File: src/rtl/alu_arbiter_if.sv
// Signal bundle shared by alu_arbiter, its two requesters (A, B) and the shared ALU.
// The err signal exists only when ALU_ARB_OPCHECK_EN is defined.
interface alu_arbiter_if #(
  parameter int WIDTH = 32
);
  logic             req_a;
  logic             req_b;
  logic [3:0]       ctrl_a;
  logic [3:0]       ctrl_b;
  logic [WIDTH-1:0] op1_a;
  logic [WIDTH-1:0] op2_a;
  logic [WIDTH-1:0] op1_b;
  logic [WIDTH-1:0] op2_b;
  logic             gnt_a;
  logic             gnt_b;
  logic             done_a;
  logic             done_b;
  logic [WIDTH-1:0] result;
  logic             result_zero;
  logic             busy;
  logic [3:0]       alu_ctrl;
  logic [WIDTH-1:0] alu_in1;
  logic [WIDTH-1:0] alu_in2;
  logic [WIDTH-1:0] alu_res;
  logic             alu_zero;
`ifdef ALU_ARB_OPCHECK_EN
  logic             err;
`endif

  modport slave (
    input  req_a, req_b, ctrl_a, ctrl_b, op1_a, op2_a, op1_b, op2_b,
    input  alu_res, alu_zero,
    output gnt_a, gnt_b, done_a, done_b, result, result_zero, busy,
    output alu_ctrl, alu_in1, alu_in2
`ifdef ALU_ARB_OPCHECK_EN
    , output err
`endif
  );

  modport master (
    output req_a, req_b, ctrl_a, ctrl_b, op1_a, op2_a, op1_b, op2_b,
    output alu_res, alu_zero,
    input  gnt_a, gnt_b, done_a, done_b, result, result_zero, busy,
    input  alu_ctrl, alu_in1, alu_in2
`ifdef ALU_ARB_OPCHECK_EN
    , input err
`endif
  );
endinterface

File: src/rtl/alu_arbiter.sv
// Round-robin sharing of one combinational ALU between requesters A and B (IDLE -> EXEC -> DONE).
// Optional feature macro ALU_ARB_OPCHECK_EN: illegal opcodes are zeroed and flagged on err.
module alu_arbiter #(
  parameter int WIDTH = 32
) (
  input logic          clk,
  input logic          reset,
  alu_arbiter_if.slave bus
);

  localparam logic [1:0] IDLE = 2'd0;
  localparam logic [1:0] EXEC = 2'd1;
  localparam logic [1:0] DONE = 2'd2;

  logic [1:0]       state;
  logic             last_b;
  logic             serve_b;
  logic             bad_op;
  logic             pick_b;
  logic             op_ok;
  logic [3:0]       win_ctrl;
  logic [WIDTH-1:0] win_op1;
  logic [WIDTH-1:0] win_op2;

  // On a tie the requester not served last wins; last_b resets high so A takes the first tie.
  assign pick_b   = bus.req_b & (~bus.req_a | ~last_b);
  assign win_ctrl = pick_b ? bus.ctrl_b : bus.ctrl_a;
  assign win_op1  = pick_b ? bus.op1_b  : bus.op1_a;
  assign win_op2  = pick_b ? bus.op2_b  : bus.op2_a;

`ifdef ALU_ARB_OPCHECK_EN
  always_comb begin
    case (win_ctrl)
      4'd0, 4'd1, 4'd2, 4'd6, 4'd7, 4'd12: op_ok = 1'b1;
      default:                             op_ok = 1'b0;
    endcase
  end
`else
  assign op_ok = 1'b1;
`endif

  always_ff @(posedge clk or posedge reset) begin
    if (reset) begin
      state           <= IDLE;
      last_b          <= 1'b1;
      serve_b         <= 1'b0;
      bad_op          <= 1'b0;
      bus.gnt_a       <= 1'b0;
      bus.gnt_b       <= 1'b0;
      bus.done_a      <= 1'b0;
      bus.done_b      <= 1'b0;
      bus.result      <= '0;
      bus.result_zero <= 1'b0;
      bus.busy        <= 1'b0;
      bus.alu_ctrl    <= 4'd0;
      bus.alu_in1     <= '0;
      bus.alu_in2     <= '0;
`ifdef ALU_ARB_OPCHECK_EN
      bus.err         <= 1'b0;
`endif
    end else begin
      bus.gnt_a  <= 1'b0;
      bus.gnt_b  <= 1'b0;
      bus.done_a <= 1'b0;
      bus.done_b <= 1'b0;
`ifdef ALU_ARB_OPCHECK_EN
      bus.err    <= 1'b0;
`endif
      case (state)
        IDLE: begin
          if (bus.req_a || bus.req_b) begin
            bus.alu_ctrl <= op_ok ? win_ctrl : 4'd0;
            bus.alu_in1  <= win_op1;
            bus.alu_in2  <= win_op2;
            bad_op       <= ~op_ok;
            serve_b      <= pick_b;
            bus.gnt_a    <= ~pick_b;
            bus.gnt_b    <= pick_b;
            bus.busy     <= 1'b1;
            state        <= EXEC;
          end
        end
        EXEC: begin
          // An illegal opcode reports a zero result regardless of what the ALU produced.
          bus.result      <= bad_op ? '0 : bus.alu_res;
          bus.result_zero <= bad_op ? 1'b1 : bus.alu_zero;
          bus.done_a      <= ~serve_b;
          bus.done_b      <= serve_b;
`ifdef ALU_ARB_OPCHECK_EN
          bus.err         <= bad_op;
`endif
          state           <= DONE;
        end
        DONE: begin
          last_b   <= serve_b;
          bus.busy <= 1'b0;
          state    <= IDLE;
        end
        default: begin
          bus.busy <= 1'b0;
          state    <= IDLE;
        end
      endcase
    end
  end

endmodule

File: src/flat_wrapper.sv
// flat-port wrapper written by rule: the top's interface ports become plain ports
module alu_arbiter_flat 
#(
  parameter int WIDTH = 32
)
  (clk, reset, bus_req_a, bus_req_b, bus_ctrl_a, bus_ctrl_b, bus_op1_a, bus_op2_a, bus_op1_b, bus_op2_b, bus_alu_res, bus_alu_zero, bus_gnt_a, bus_gnt_b, bus_done_a, bus_done_b, bus_result, bus_result_zero, bus_busy, bus_alu_ctrl, bus_alu_in1, bus_alu_in2);
  alu_arbiter_if #(.WIDTH(WIDTH)) bus_i ();
  input logic clk;
  input logic reset;
  input wire logic [$bits(bus_i.req_a)-1:0] bus_req_a;
  input wire logic [$bits(bus_i.req_b)-1:0] bus_req_b;
  input wire logic [$bits(bus_i.ctrl_a)-1:0] bus_ctrl_a;
  input wire logic [$bits(bus_i.ctrl_b)-1:0] bus_ctrl_b;
  input wire logic [$bits(bus_i.op1_a)-1:0] bus_op1_a;
  input wire logic [$bits(bus_i.op2_a)-1:0] bus_op2_a;
  input wire logic [$bits(bus_i.op1_b)-1:0] bus_op1_b;
  input wire logic [$bits(bus_i.op2_b)-1:0] bus_op2_b;
  input wire logic [$bits(bus_i.alu_res)-1:0] bus_alu_res;
  input wire logic [$bits(bus_i.alu_zero)-1:0] bus_alu_zero;
  output wire logic [$bits(bus_i.gnt_a)-1:0] bus_gnt_a;
  output wire logic [$bits(bus_i.gnt_b)-1:0] bus_gnt_b;
  output wire logic [$bits(bus_i.done_a)-1:0] bus_done_a;
  output wire logic [$bits(bus_i.done_b)-1:0] bus_done_b;
  output wire logic [$bits(bus_i.result)-1:0] bus_result;
  output wire logic [$bits(bus_i.result_zero)-1:0] bus_result_zero;
  output wire logic [$bits(bus_i.busy)-1:0] bus_busy;
  output wire logic [$bits(bus_i.alu_ctrl)-1:0] bus_alu_ctrl;
  output wire logic [$bits(bus_i.alu_in1)-1:0] bus_alu_in1;
  output wire logic [$bits(bus_i.alu_in2)-1:0] bus_alu_in2;
  assign bus_i.req_a = bus_req_a;
  assign bus_i.req_b = bus_req_b;
  assign bus_i.ctrl_a = bus_ctrl_a;
  assign bus_i.ctrl_b = bus_ctrl_b;
  assign bus_i.op1_a = bus_op1_a;
  assign bus_i.op2_a = bus_op2_a;
  assign bus_i.op1_b = bus_op1_b;
  assign bus_i.op2_b = bus_op2_b;
  assign bus_i.alu_res = bus_alu_res;
  assign bus_i.alu_zero = bus_alu_zero;
  assign bus_gnt_a = bus_i.gnt_a;
  assign bus_gnt_b = bus_i.gnt_b;
  assign bus_done_a = bus_i.done_a;
  assign bus_done_b = bus_i.done_b;
  assign bus_result = bus_i.result;
  assign bus_result_zero = bus_i.result_zero;
  assign bus_busy = bus_i.busy;
  assign bus_alu_ctrl = bus_i.alu_ctrl;
  assign bus_alu_in1 = bus_i.alu_in1;
  assign bus_alu_in2 = bus_i.alu_in2;
  alu_arbiter #(.WIDTH(WIDTH)) u_core (.clk(clk), .reset(reset), .bus(bus_i));
endmodule
File: config.mk
export PLATFORM = sky130hd
export DESIGN_NAME = alu_arbiter_flat
export DESIGN_NICKNAME = d
export VERILOG_FILES = /design/src/rtl/alu_arbiter_if.sv /design/src/rtl/alu_arbiter.sv /design/src/flat_wrapper.sv
export SDC_FILE = /design/constraint.sdc
export NUM_CORES = 1
export LEC_CHECK = 0
export CAP_MARGIN = 10
export CORE_MARGIN = 1.5
export CORE_UTILIZATION = 41
export DETAILED_ROUTE_END_ITERATION = 12
export PLACE_DENSITY = 0.86
export SETUP_SLACK_MARGIN = 0.05
export SLEW_MARGIN = 20
export SYNTH_ARGS = -nofsm -noshare
export SYNTH_HDL_FRONTEND = slang
export SYNTH_SLANG_ARGS = --single-unit
File: constraint.sdc
create_clock -name clk -period 6.4 [get_ports clk]
set_input_delay 1.28 -clock clk [delete_from_list [all_inputs] [get_ports clk]]
set_output_delay 1.28 -clock clk [all_outputs]
set_load 0.02 [all_outputs]
# ---- Word-level counts from Yosys, hierarchy flattened
# Cells that the tools add are included.
dict set report word_totals {
  reg_bits 110
  output_inout_bits 106
  in_bits 173
  elab_cells 40
}
dict set report op_classes {
  eq_ne 3
  mux 13
  bitwise 7
  reduce_logical 4
}
# cell count
set ops {}
lappend ops {{two-way mux 32 bit} 2}
lappend ops {{two-way mux 1 bit} 7}
lappend ops {{inverter 1 bit} 5}
lappend ops {{two-way mux 4 bit} 1}
lappend ops {{case mux 2 bit (2 select lines)} 1}
lappend ops {{AND reduction 2 bit} 2}
lappend ops {{== test 2 x 1 -> 1 bit, second input constant} 1}
lappend ops {{== test 2 bit, second input constant} 1}
lappend ops {{zero test 2 bit} 1}
lappend ops {{two-way mux 2 bit} 1}
lappend ops {{inequality test 2 x 1 -> 1 bit, second input constant} 1}
lappend ops {{case mux 1 bit (2 select lines)} 1}
lappend ops {{bitwise AND 1 bit} 1}
lappend ops {{logical OR 1 bit} 1}
lappend ops {{OR 1 bit} 1}

# ---- Logic depth before layout (Yosys ltp)
# Gate-level depths: netlist (run 1).
dict set report depth {
  word_depth 6
  ltp_mapped 7
  mapped_depth_nobuf 4
}

# ---- Least setup slack after synthesis (run 1)
# No wires, ideal clock.
dict set report synth_path {
  path_type {input to register}
  start {in bus_req_a}
  end {reg u_core.bus.alu_ctrl[0]}
  t_arrival_ns 2.127
  slack_ns 4.132
  required_ns 6.259
  path_buffers 3
  setup_ns 0.141
  cell_stages 6
  cell_sequence {or2_1 buf_2 buf_2 buf_2 a21oi_1 a31oi_1}
}
dict set report synth_between {
  elab_chain_len 4
  word_cells_on_any_way 6
  classes_between {mux: 1; bitwise: 3; reduce/logical: 2}
}
# item line
set synth_lines {}
lappend synth_lines {{from (decl)} flat_wrapper.sv:10} ;# input wire logic [$bits(bus_i.req_a)-1:0] bus_req_a;
lappend synth_lines {{inverter 1 bit} alu_arbiter.sv:26} ;# assign pick_b = bus.req_b & (~bus.req_a | ~last_b);
lappend synth_lines {{OR 1 bit} alu_arbiter.sv:26}
lappend synth_lines {{bitwise AND 1 bit} alu_arbiter.sv:26}
lappend synth_lines {{two-way mux 4 bit} alu_arbiter.sv:27} ;# assign win_ctrl = pick_b ? bus.ctrl_b : bus.ctrl_a;
lappend synth_lines {{to (signal assigned)} alu_arbiter.sv:72} ;# bus.alu_ctrl <= op_ok ? win_ctrl : 4'd0;
lappend synth_lines {{to (decl)} alu_arbiter_if.sv:34} ;# output alu_ctrl, alu_in1, alu_in2
# Parallel ways exist; a longest one is shown, timed or not.
# A chain may end at the register's enable or synchronous reset.

# ---- Final worst setup path (run 1)
dict set report layout_path {
  start {in bus_req_a}
  end {reg u_core.bus.alu_in2[18]}
}
dict set report layout_between {
  elab_chain_len 4
  word_cells_on_any_way 6
  classes_between {mux: 1; bitwise: 3; reduce/logical: 2}
}
# item line
set layout_lines {}
lappend layout_lines {{inverter 1 bit} alu_arbiter.sv:26}
lappend layout_lines {{OR 1 bit} alu_arbiter.sv:26}
lappend layout_lines {{bitwise AND 1 bit} alu_arbiter.sv:26}
lappend layout_lines {{two-way mux 32 bit} alu_arbiter.sv:29} ;# assign win_op2 = pick_b ? bus.op2_b : bus.op2_a;
lappend layout_lines {{to (signal assigned)} alu_arbiter.sv:74} ;# bus.alu_in2 <= win_op2;
lappend layout_lines {{to (decl)} alu_arbiter_if.sv:34}
# Parallel ways exist; a longest one is shown, timed or not.

==> results of run 1 <==
==> worst min-delay path by stage <==
| stage | end | slack, ns | startpoint |
|---|---|---|---|
| after floorplan | u_core.bus.done_a$_DFF_PP0_ | 0.43 | u_core.serve_b$_DFFE_PP0P_ |
| after global placement | u_core.bus.done_a$_DFF_PP0_ | 0.45 | u_core.serve_b$_DFFE_PP0P_ |
| after detailed placement | u_core.bus.done_a$_DFF_PP0_ | 0.45 | u_core.serve_b$_DFFE_PP0P_ |
| after CTS | u_core.bus.done_a$_DFF_PP0_ | 0.46 | u_core.serve_b$_DFFE_PP0P_ |
| after global routing | u_core.bus.done_a$_DFF_PP0_ | 0.49 | u_core.serve_b$_DFFE_PP0P_ |
| final | u_core.bus.done_a$_DFF_PP0_ | 0.46 | u_core.serve_b$_DFFE_PP0P_ |
==> Yosys cell counts (all sizes together) <==
| library cell | number | share of area (%) |
|---|---|---|
| o21ai | 1 | 0.11 |
| a221o | 3 | 0.63 |
| dfrtp | 109 | 58 |
| a21oi | 65 | 6.9 |
| nor2 | 4 | 0.48 |
| a21bo | 1 | 0.21 |
| o31ai | 1 | 0.16 |
| inv | 5 | 0.40 |
| a21boi | 1 | 0.16 |
| clkbuf | 11 | 0.87 |
| nor3 | 1 | 0.11 |
| buf | 28 | 3.7 |
| a21o | 2 | 0.32 |
| a31oi | 65 | 8.6 |
| and4 | 3 | 0.56 |
| or2 | 1 | 0.13 |
| nand2 | 132 | 11 |
| dfstp | 1 | 0.56 |
| mux2 | 33 | 7.9 |
==> routing by layer <==
layer / part of all wire [%] / vias up
met2: 52 / 251
met1: 37 / 2247
met5: 0 / -
met3: 7.7 / 30
met4: 3.0 / 0
li1: - / 2141
==> state kept, by name, summed over array words and instances (netlist names) <==
signal / flops
u_core.bus.alu_in1: 32
u_core.bus.alu_in2: 32
u_core.bus.result: 32
u_core.bus.alu_ctrl: 4
u_core.state: 2
u_core.bus.busy: 1
u_core.bus.done_a: 1
u_core.bus.done_b: 1
u_core.bus.gnt_a: 1
u_core.bus.gnt_b: 1
u_core.bus.result_zero: 1
u_core.last_b: 1
u_core.serve_b: 1
==> area by class of cell <==
| class | instances | area share, % |
|---|---|---|
| multi-input combinational | 313 | 22.4 |
| clock buffer | 10 | 3.05 |
| timing repair buffer | 283 | 36.0 |
| sequential | 110 | 35.1 |
| clock inverter | 6 | 0.862 |
| tap | 143 | 2.28 |
| inverter | 5 | 0.287 |
==> cell families after synthesis <==
group | after synthesis | share of synthesized area, %
AO/OA/AOI/OAI | 139 | 17.1
buffers and inverters | 44 | 4.97
flip-flops | 110 | 58.2
multiplexers | 33 | 7.86
AND/OR/NAND/NOR | 141 | 11.9
==> per-stage QoR <==
step	instance area, µm²	total power, mW
after global routing	7840	4.11
after floorplan	4730	2.38
final	7840	3.89
after CTS	7830	3.92
after detailed placement	7530	3.34
after global placement	7530	3.26
==> power breakdown <==
| part | leakage (nW) | total, mW | internal (mW) | switching (mW) |
|---|---|---|---|---|
| registers | 1.26 | 1.26 | 1.06 | 0.210 |
| clock network | 0.145 | 0.569 | 0.317 | 0.253 |
| logic | 1.80 | 2.05 | 0.979 | 1.07 |
==> critical path, stage by stage <==
cell and delay, ns:
clkdlybuf4s50_1 0.48, or2_2 0.32, buf_4 0.35, nand2_4 0.21
clkinv_2 0.71, a31oi_1 0.42
==> qor.txt, run 1 <==
Startpoint Class = input port
CTS HTree Levels = 3
DRC = 0
R2R depth = 4
Die width = 110 µm
Hold path depth = 1
Storage element area = 2750 µm²
Cells after Synth = 467
Via count = 4669
Max rail drop VDD = 0.306 mV
Reg2Reg Setup Slack = 4.39 ns
DP Worst Slack = 2.44 ns
CP startpoint = bus_req_a
Setup TNS Final = 0 ns
Max_cap viols = 0
Power Dens Cells = 496 nW/µm²
Synth cell types = 25
Final ANT Viol Nets = 0
Gr usage total = 24.3%
Vias per cell = 5.37
Vias in the first global route = 4721
Max frequency = 279 MHz
GRT overflow = 0
CP endpoint = u_core.bus.alu_in2[18]$_DFFE_PP0P_
Total die area = 12200 µm²
RSZ-0062 raised after global routing = no
Post-route worst setup slack = 2.82 ns
DP HPWL = 10600 µm
Pins Over Slew Limit = 0
Final clock period utilization by the worst path = 55.9%
Placeable Area = 11300 µm²
DR WL/cell = 17.3 µm
Routing usage on met1 = 28.0%
Row count = 39
Final cell count without fillers = 870
CP max FO = 69
Final hold vios = 0
Initial DRC Count = 393
Total Wirelength = 15000 µm
GRT met3 Usage = 5.05%
Final core occ = 69.2%
# clock sinks = 110
IO Port Bufs = 278
Initial antenna violation count = 0
Hold bufs inserted after CTS = 0
Hold WS = 0.461 ns
Post-CTS Setup Bufs = 0
CTS clk-pin slew, worst paths = 0.07 ns
Final-stage net count = 895
Final min period = 3.58 ns
Filler cells = 842
Static Leak = 3.21 nW
First-pass GRT wire length = 24000 µm
Syn Nets = 640
IO Pins = 279
Most frequent cells in the layout = 278 x clkdlybuf4s50_1, 131 x nand2_1, 109 x dfrtp_1
CTS Root Cell = clkbuf_16
CTS buffer count = 9
Antenna diode count = 0
Worst R2R End = u_core.bus.alu_ctrl[3]$_DFFE_PP0P_
HP Class = flop to flop
Status = finished clean
Synth Cell Area = 4730 µm²
P&R area growth vs syn = 65.6%
Most common cell after layout, fill and taps aside = clkdlybuf4s50_1
Share of layout cells above drive strength 1 = 8.53%
Tightest Pin Transition = 0.908 ns
Slew margin rel. = 39.4%
Initial Utilization = 41.8%
Yosys warning count = 0
Multi-input gate area in the final layout = 1750 µm²
Top Usage Layer GRT = met2
Bufs on Longest Clock Path = 2
Gates resized, CTS repair = 0
CP Class = input port to flop
Die H = 110 µm
FF-to-FF Start = u_core.last_b$_DFFE_PP1N_
Critical Path AT = 3.81 ns
M2 GR Usage = 44.0%
Clock skew = 0.0110 ns
Syn Area/Cell = 10.1 µm²
Seq/Total Area, Yosys = 58.2%
Yosys reg bits = 110
Placer Congestion = 0.804
Drt pass-1 iters = 4
Inst Count DP = 854
Pin count of the biggest net entering global routing = 70
Final number of setup-violating endpoints = 0
Worst skew pair latency = 0.34 ns
Setup crit end kind = flop
Worst EP required = 6.63 ns
CTS tree = yes
No activity file was read; power rests on OpenSTA's default activity.
==> run 2, diff against run 1 <==
--- a/config.mk
+++ b/config.mk
@@ -7,9 +7,9 @@
 export LEC_CHECK = 0
 export CAP_MARGIN = 10
 export CORE_MARGIN = 1.5
-export CORE_UTILIZATION = 41
+export CORE_UTILIZATION = 38
 export DETAILED_ROUTE_END_ITERATION = 12
-export PLACE_DENSITY = 0.86
+export PLACE_DENSITY = 0.81
 export SETUP_SLACK_MARGIN = 0.05
 export SLEW_MARGIN = 20
 export SYNTH_ARGS = -nofsm -noshare
==> constraint.sdc (replaced) <==
create_clock -name clk -period 3.3 [get_ports clk]
set_input_delay 0.66 -clock clk [delete_from_list [all_inputs] [get_ports clk]]
set_output_delay 0.66 -clock clk [all_outputs]
set_load 0.02 [all_outputs]
==> run 2 against run 1 <==
Net effect:
- flip-flop and latch count did not move
- die area rose by 7.7%
- non-clock buffer count rose by 4
- core utilization fell by 3.6 points
- hold slack improved by 0.011 ns
- via count fell by 0.15%
- setup slack got worse by 1.8 ns
- register-to-register slack got worse by 3.0 ns
- clock power rose by 99%
- combinational power rose by 95%
- clock skew fell by 0.0035 ns
- critical path type unchanged
- critical endpoint is now u_core.bus.alu_in1[29]$_DFFE_PP0P_
- largest power group unchanged
- highest routed layer unchanged
==> qor.txt, run 2 (same netlist as run 1, synthesis figures left out) <==
Comb pwr share = 52.8% (about the same)
Multi-input gate area in the final layout = 1750 µm² (unchanged)
Final-stage net count = 899 (+0.45%)
Flop pwr share = 32.3% (-0.3 points)
Share of layout cells above drive strength 1 = 8.89% (+0.36 points)
Most common cell after layout, fill and taps aside = clkdlybuf4s50_1
Bufs on Longest Clock Path = 2 (unchanged)
CTS tree = yes
GRT overflow = 0 (unchanged)
Startpoint Class = input port
Via count = 4662 (-0.15%)
Initial DRC Count = 512 (+30%)
Pins Over Slew Limit = 0 (unchanged)
Initial antenna violation count = 0 (unchanged)
Final number of setup-violating endpoints = 0 (unchanged)
Status = finished clean
Pin count of the biggest net entering global routing = 69 (-1.4%)
Storage element area = 2750 µm² (unchanged)
DR WL/cell = 17.3 µm (about the same)
Final clock period utilization by the worst path = 70.0%
Clock power share = 14.9% (+0.3 points)
Reg2Reg Setup Slack = 1.42 ns (-2.97 ns)
Worst EP required = 3.50 ns (-3.13 ns)
Die width = 115 µm (+3.8%)
Gates resized, CTS repair = 0 (unchanged)
# clock sinks = 110 (unchanged)
Most frequent cells in the layout = 278 x clkdlybuf4s50_1, 131 x nand2_1, 109 x dfrtp_1
Met3 WL = 1300 µm (+13%)
CP max FO = 39 (-43%)
Slew margin rel. = 49.6% (+10 points)
First-pass GRT wire length = 23200 µm (-3.3%)
Placed cell areas = 7600 µm² (+1.0%)
DRC = 0 (unchanged)
Placeable Area = 12100 µm² (+6.5%)
Gr usage total = 22.8% (-1.5 points)
Total Wirelength = 15500 µm (+3.3%)
Psw = 2.99 mW (+94%)
Antenna diode count = 0 (unchanged)
Static Leak = 3.23 nW (+0.74%)
Hold bufs inserted after CTS = 0 (unchanged)
DRT met1 WL = 5780 µm (+3.7%)
Power Dens Cells = 958 nW/µm² (+93%)
RSZ-0062 raised after global routing = no
Die H = 115 µm (+3.8%)
Clock skew = 0.00752 ns (-0.00353 ns)
P_int = 4.60 mW (+96%)
P&R area growth vs syn = 67.3%
CTS Root Cell = clkbuf_16
Max rail drop VDD = 0.541 mV (+77%)
Critical Path AT = 2.51 ns (-1.30 ns)
Setup TNS Final = 0 ns (unchanged)
CP Class = input port to flop
Met2 WL = 7940 µm (+1.2%)
DP HPWL = 11300 µm (+6.0%)
Final min period = 2.31 ns
Placer Congestion = 0.854 (+6.3%)
Initial Utilization = 39.2% (-2.6 points)
Final ANT Viol Nets = 0 (unchanged)
Worst skew pair latency = 0.35 ns (about the same)
Sw Share = 39.4% (-0.16 points)
CTS clk-pin slew, worst paths = 0.08 ns (about the same)
Vias per cell = 5.19 (-3.4%)
CTS HTree Levels = 3 (unchanged)
IO Port Bufs = 278 (unchanged)
Drt pass-1 iters = 5 (+1)
Tightest Pin Transition = 0.756 ns (-0.152 ns)
Max_cap viols = 0 (unchanged)
HP Class = flop to flop
CTS buffer count = 9 (unchanged)
Setup crit end kind = flop
Post-route cell area = 7910 µm² (+1.0%)
Total die area = 13100 µm² (+7.7%)
Uppermost layer routed = met4
Final hold vios = 0 (unchanged)
Filler cells = 957 (+14%)
Row count = 40 (+2.6%)
Vias in the first global route = 4607 (-2.4%)
Max frequency = 433 MHz
IO Pins = 279 (unchanged)
Largest registers = u_core.bus.alu_in1 x32, u_core.bus.alu_in2 x32, u_core.bus.result x32
Post-CTS Setup Bufs = 0 (unchanged)
## run 2: cell types whose count changed in the layout (fill, tap and decap cells not counted)
| cell | delta |
|---|---|
| buf_4 | +3 |
| clkinv_2 | -2 |
| buf_12 | +1 |
| clkbuf_1 | +1 |
| clkbuf_8 | +1 |
| clkinv_4 | +1 |
| inv_2 | +1 |
| inv_4 | -1 |
| inv_6 | -1 |
## run 2: path summary, 6_finish.rpt
path	from	end	cells past startpoint
max in group asynchronous	reset	u_core.bus.alu_in1[12]$_DFFE_PP0P_	3
worst max-delay path	bus_req_a	u_core.bus.alu_in1[29]$_DFFE_PP0P_	6
min in group asynchronous	reset	u_core.bus.result[4]$_DFFE_PP0N_	3
worst min-delay path	u_core.serve_b$_DFFE_PP0P_	u_core.bus.done_a$_DFF_PP0_	1
worst min register to register	u_core.serve_b$_DFFE_PP0P_	u_core.bus.done_a$_DFF_PP0_	1
worst max register to register	u_core.state[0]$_DFFE_PP0P_	u_core.bus.alu_in1[29]$_DFFE_PP0P_	5
## run 2: per-stage QoR
step | hold slack [ns] | setup WS [ns] | util [%] | cells | total power, mW
6_report | 0.472 | 0.991 | 65.6 | 899 | 7.58
5_1_grt | 0.494 | 0.862 | 65.6 | 899 | 7.99
4_1_cts | 0.472 | 0.980 | 65.6 | 899 | 7.65
3_5_place_dp | 0.471 | 0.618 | 63.0 | 883 | 6.50
3_3_place_gp | 0.457 | 0.681 | 63.0 | 883 | 6.37
2_1_floorplan | 0.426 | 1.31 | - | 467 | 4.62
## run 2: cell type report
| class | count | share of cell area [%] |
|---|---|---|
| clock inverter | 4 | 0.696 |
| sequential | 110 | 34.8 |
| timing repair buffer | 287 | 36.2 |
| multi-input combinational | 313 | 22.2 |
| tap | 168 | 2.66 |
| inverter | 5 | 0.285 |
| clock buffer | 12 | 3.24 |
## run 2: power by group through the flow
stage	clock, mW	combinational, mW	sequential (mW)
after CTS	1.15	4.04	2.45
after detailed placement	0	4.03	2.46
after global placement	0	3.94	2.43
final	1.13	4.00	2.45
after global routing	1.20	4.27	2.52
after floorplan	0	1.40	3.21
## run 2: per-layer routing
layer  vias to the layer above  track usage [%]
li1                       2142                -
met1                      2223             26.0
met2                       258             40.6
met3                        39             5.13
met4                         0             10.6
met5                         -                0
## run 2: critical path: stages
cell             delay, ns
clkdlybuf4s50_1       0.55
or2_2                 0.18
nand2_4               0.07
inv_2                 0.47
buf_4                 0.40
a31oi_1               0.13
